--- config.mk ---
export PLATFORM = sky130hd
export DESIGN_NAME = idx_dec
export DESIGN_NICKNAME = d
export VERILOG_FILES = /design/src/rtl/snn_idx_pkg.sv /design/src/rtl/idx_dec_obuf.sv /design/src/rtl/idx_dec.sv
export SDC_FILE = /design/constraint.sdc
export NUM_CORES = 1
export LEC_CHECK = 0
export CORE_ASPECT_RATIO = 0.8
export CORE_MARGIN = 1.5
export CORE_UTILIZATION = 35
export DETAILED_ROUTE_END_ITERATION = 7
export PLACE_DENSITY = 0.6
export SYNTH_ARGS = -nofsm -noshare
export SYNTH_HDL_FRONTEND = slang
export SYNTH_SLANG_ARGS = --single-unit
--- constraint.sdc ---
create_clock -name clk -period 3.5 [get_ports clk]
set_input_delay 0.525 -clock clk [delete_from_list [all_inputs] [get_ports clk]]
set_output_delay 0.525 -clock clk [all_outputs]
set_load 0.01 [all_outputs]
--- src/rtl/snn_idx_pkg.sv ---
// snn_idx_pkg: shared widths, token field positions and FSM state type for the index codec
package snn_idx_pkg;
    localparam int W        = 8;
    localparam int IW       = $clog2(W);
    localparam int LAST_BIT = IW;
    typedef enum logic {IDLE, ACCUM} idx_state_t;
endpackage

--- src/rtl/idx_dec_obuf.sv ---
// idx_dec_obuf: single-entry output register that holds under backpressure and reloads without a bubble
module idx_dec_obuf #(
    parameter int W = 8
) (
    input  logic         clk,
    input  logic         rst,
    input  logic         load,
    input  logic [W-1:0] din,
    input  logic         opt_ready,
    output logic         opt_valid,
    output logic [W-1:0] sparse_bits
);
    always_ff @(posedge clk) begin
        if (rst) begin
            opt_valid   <= 1'b0;
            sparse_bits <= '0;
        end else begin
            opt_valid <= load || (opt_valid && !opt_ready);
            if (load) sparse_bits <= din;
        end
    end
endmodule

--- src/rtl/idx_dec.sv ---
// idx_dec: rebuilds a sparse bit vector from a stream of ascending index tokens, flagging ordering errors
module idx_dec #(
    parameter int W  = snn_idx_pkg::W,
    parameter int IW = snn_idx_pkg::IW
) (
    input  logic          clk,
    input  logic          rst,
    input  logic          ipt_valid,
    input  logic [IW:0]   enc,
    input  logic          ipt_null,
    output logic          ipt_ready,
    output logic [W-1:0]  sparse_bits,
    output logic          opt_valid,
    input  logic          opt_ready,
    output logic          err
);
    import snn_idx_pkg::*;
    idx_state_t    state, state_nxt;
    logic [W-1:0]  acc, onehot;
    logic [IW-1:0] idx, prev_idx;
    logic          last, take, bad;
    assign idx       = enc[IW-1:0];
    assign last      = enc[IW] || ipt_null;
    assign ipt_ready = !opt_valid || opt_ready;
    assign take      = ipt_valid && ipt_ready;
    assign onehot    = ipt_null ? '0 : (W'(1) << idx);
    // a null token always closes the vector; it is an error if unmarked or if it lands mid-vector
    always_comb begin
        state_nxt = state;
        bad       = 1'b0;
        if (take) begin
            state_nxt = last ? IDLE : ACCUM;
            bad = (ipt_null && !enc[IW]) || (state == ACCUM && (ipt_null || idx <= prev_idx));
        end
    end
    always_ff @(posedge clk) begin
        if (rst) begin
            state    <= IDLE;
            acc      <= '0;
            prev_idx <= '0;
            err      <= 1'b0;
        end else begin
            state <= state_nxt;
            err   <= bad;
            if (take) begin
                acc <= last ? '0 : (acc | onehot);
                if (!ipt_null) prev_idx <= idx;
            end
        end
    end
    idx_dec_obuf #(.W(W)) u_obuf (
        .clk         (clk),
        .rst         (rst),
        .load        (take && last),
        .din         (acc | onehot),
        .opt_ready   (opt_ready),
        .opt_valid   (opt_valid),
        .sparse_bits (sparse_bits)
    );
endmodule

## Word level (Yosys, flattened, before mapping)

Index checks and enable logic that the tools add are counted.

| cells by class | value |
|---|---|
| order comparisons | 1 |
| shift operators | 1 |
| muxes and demuxes | 3 |
| bitwise gates (word level) | 3 |
| reduce and logical (&&, ||, !) cells | 15 |

Operators with widths:

| cell | number |
|---|---|
| $mux W8 | 2 |
| $or A8 B8 Y8 | 1 |
| $shl A1 B3 Y8 const A | 1 |
| $logic_and A1 B1 Y1 | 5 |
| $logic_or A1 B1 Y1 | 5 |
| $le A3 B3 Y1 | 1 |
| $logic_not A1 Y1 | 3 |
| $not A1 Y1 | 2 |
| $reduce_and A2 Y1 | 1 |
| $reduce_or A2 Y1 | 1 |
| $mux W1 | 1 |

| word-level totals | value |
|---|---|
| flip-flop bits (word level) | 22 |
| input port bits | 9 |
| output and inout port bits | 11 |
| word-level logic and storage cells | 29 |

## Logic depth before layout (Yosys ltp)

| depth | value |
|---|---|
| depth in word-level cells | 5 |
| depth in mapped cells | 6 |
| depth with buffers taken out | 5 |

## By module

From an unflattened synthesis, not the netlist that was laid out.

| unflattened totals | value |
|---|---|
| cell total of the unflattened synthesis | 108 |
| area total of the unflattened synthesis | 1006.0 µm² |

Modules (own cells, without submodules):

| module | times used | cells each | area each (µm²) | seq. area each (µm²) |
|---|---|---|---|---|
| idx_dec | 1 | 78 | 684.4 | 260.2 |
| idx_dec_obuf | 1 | 30 | 321.6 | 180.2 |

## Worst setup path after synthesis

OpenSTA, ideal clock, no wires.

| path | value |
|---|---|
| path type | input to output |
| from | input opt_ready |
| to | output ipt_ready |
| arrival time | 1.004 ns |
| required time | 2.975 ns |
| slack | 1.971 ns |
| stages | 4 |
| path buffers | 2 |
| cells stage by stage | nor2b_1 -> clkbuf_2 -> inv_2 -> buf_2 |

| on the way | value |
|---|---|
| longest elaborated chain between the ends | 1 |

Ends and longest elaborated chain:

| item | RTL line | source |
|---|---|---|
| start, declared | idx_dec.sv:14 | `input logic opt_ready,` |
| $logic_or A1 B1 Y1 | idx_dec.sv:24 | `assign ipt_ready = !opt_valid \|\| opt_ready;` |
| end, declared | idx_dec.sv:11 | `output logic ipt_ready,` |

No other way between the ends.

## Worst setup path after layout

Ends and elaborated chain as after synthesis.

==> results.toml <==
[floorplanning]
die_y_um = 50.65
io_pins = 20
dieArea_um2 = 3169
rows = 17
initial_core_util_pct = 36.49
die_w_um = 62.57
core_area_um2 = 2723

[cts]
post_cts_resized = 0
clockBufferDepth = 2
post_cts.repair.setup_buffers = 0
h-tree-depth = 1
clock-sinks = 22
cts_buffers = 3
cts.reportedPaths.clkPinSlew_ns = 0.13
holdBufCountCts = 0
clk_latency_ns = 0.32
cts_root_buf = "clkbuf_4"
cts_tree = "built"

[routing]
antenna_left = 0
avgViaCountPerCell = 5.411
drt_iter0_markers = 22
top_layer = "met4"
wire_per_inst_um = 13.78
drt_pass1_iterations = 4
remaining_drc_errors = 0
wl_mm = 2.246
met2_length_um = 908
wl_met1_mm = 1.175
vias = 882
met3WireLength_um = 148

[grt]
grt_pass1_vias = 730
grt_pass1_wl_mm = 3.546
grt_start_max_net_pins = 23
grt_overflow_total = 0
antenna_found_initial = 0
grt.total_usage_pct = 14.57

[place]
routabilityCongestion = 0.7566
io_buffer_count = 19
dp_hpwl_mm = 1.563

[sta]
tns_ns = 0
fin_crit_sh_pct = 77.37
rsz0062_at_grt = "no"
slew_violations = 0
timing.hold.ws_ns = 0.4890
finalCriticalPeriod_ns = 2.708
hold_violations = 0
tightest_slew_ns = 0.9391
fmax_mhz = 369.3
fin_skew_ns = 0.008166
finalSetupViolCount = 0
slew_headroom_pct = 37.39

[worst_setup_path]
crit_required_ns = 2.97
critPathCaptureType = "output pin"
critPathArrivalTime_ns = 2.18
crit_path_start_kind = "primary input"
crit_fanout = 21
critical_path_class = "in2out"

[cells_and_area]
final_nets = 138
drive_gt1_share_pct = 8.000
seq_area_um2 = 440.4
areaGrowthSynthToFinish_pct = 26.95
diodes = 0
n_fill_cell = 277
multi_input_area_um2 = 485.5

[synth]
syn_inst = 108
synthesis.nets = 120
ys_warn_count = 0
netlist_area_um2 = 993.5
seq_area_frac_synth_pct = 44.33
synth.top_cells.by_area = "dfxtp_1 (44%), a21oi_1 (9.1%), a311oi_1 (7.9%)"
synth-seq-cells = 22
synth_cell_types = 23
synth_top_area_share_pct = 44.33
postSynthAreaPerCell_um2 = 9.199
yosys.area.top_type = "dfxtp_1"

[power_and_ir_drop]
total_power_mw = 0.5570
p_sw_mw = 0.1343
switching_share_pct = 24.12
p_leak_nw = 0.4235
p_int_mw = 0.4227
p_comb_share_pct = 16.6
powerDensity_nw_per_um2 = 441.7
pwr-share-seq_pct = 48.0
ir_drop_v = 0.0002293
clkPwrFrac_pct = 35.5

[hold_path]
hold_path.class = "reg2reg"

[flow_run]
maxCapViolCount = 0

[outcome]
outcome = "finished clean"
==> registers in the layout, indices dropped and copies added, names as in the netlist <==
signal / count
u_obuf.opt_valid: 1
u_obuf.sparse_bits: 8
state: 1
prev_idx: 3
err: 1
acc: 8
==> cell usage after synthesis (all sizes together) <==
cell type  count
a311oi         9
dfxtp         22
o211ai         1
nand4b         2
nor2           6
buf            4
or4            1
ha             3
o21a           1
nor2b          5
o31ai          3
or2            1
clkbuf         5
a211oi         1
a21oi         18
a31oi         11
nor3b          8
o21ai          1
inv            6
==> cell families after synthesis <==
family,share of synthesized area [%]
DFF,44.33
buffers and inverters,6.800
and+or+nand+nor,14.61
adders and majority gates,3.779
AOI/OAI and AO/OA,30.48
==> layout by cell type (no fill, tap or decap), types with 3 or more instances in the layout <==
cell	n
o31ai_1	3
nor2b_1	5
clkdlybuf4s50_1	19
a21oi_1	18
dfxtp_1	22
a311oi_1	9
clkbuf_4	3
buf_4	3
a31oi_1	10
inv_1	4
nor3b_1	8
nor2_1	6
ha_1	3
==> critical path, stage by stage <==
cell and delay [ns]:
clkdlybuf4s50_1 0.40, nor2b_1 0.40, inv_2 0.29, clkdlybuf4s50_1 0.56
==> power by group through the flow <==
stage	Clock, mW	Combinational [mW]	Sequential, mW
2_1_floorplan	0	0.0495	0.276
3_3_place_gp	0	0.0900	0.273
3_5_place_dp	0	0.0922	0.273
4_1_cts	0.202	0.0924	0.267
5_1_grt	0.211	0.101	0.269
6_report	0.198	0.0922	0.267
==> final cells by class <==
| type | count | area share (%) |
|---|---|---|
| Clock inverter | 1 | 2.381 |
| Inverter | 6 | 1.786 |
| Tap cell | 38 | 3.770 |
| Timing Repair Buffer | 22 | 16.87 |
| Clock buffer | 3 | 1.786 |
| Multi-Input combinational cell | 71 | 38.49 |
| Sequential cell | 22 | 34.92 |
==> worst paths after layout <==
path / from / endpoint / slack (ns) / cells past startpoint
max reg2reg: u_obuf.opt_valid / acc[3] / 1.76 / 4
max: opt_ready / ipt_ready / 0.79 / 4
min reg2reg: state / state / 0.49 / 1
min: state / state / 0.49 / 1
==> metrics by stage <==
| stage | cells | utilization (%) | instance area [um2] | setup slack (ns) |
|---|---|---|---|---|
| 6_report | 163 | 46.32 | 1261 | 0.7921 |
| 3_3_place_gp | 159 | 44.39 | 1209 | 0.8614 |
| 5_1_grt | 163 | 46.32 | 1261 | 0.6754 |
| 4_1_cts | 163 | 46.32 | 1261 | 0.7978 |
| 2_1_floorplan | 108 | - | 993.5 | 1.971 |
| 3_5_place_dp | 159 | 44.39 | 1209 | 0.7978 |
==> layer usage <==
layer	global-route usage, %	up-vias
li1	-	442
met1	20.91	408
met2	20.43	30
met3	5.605	2
met4	3.333	0
met5	0	-
No activity file was read; power rests on OpenSTA's default activity.
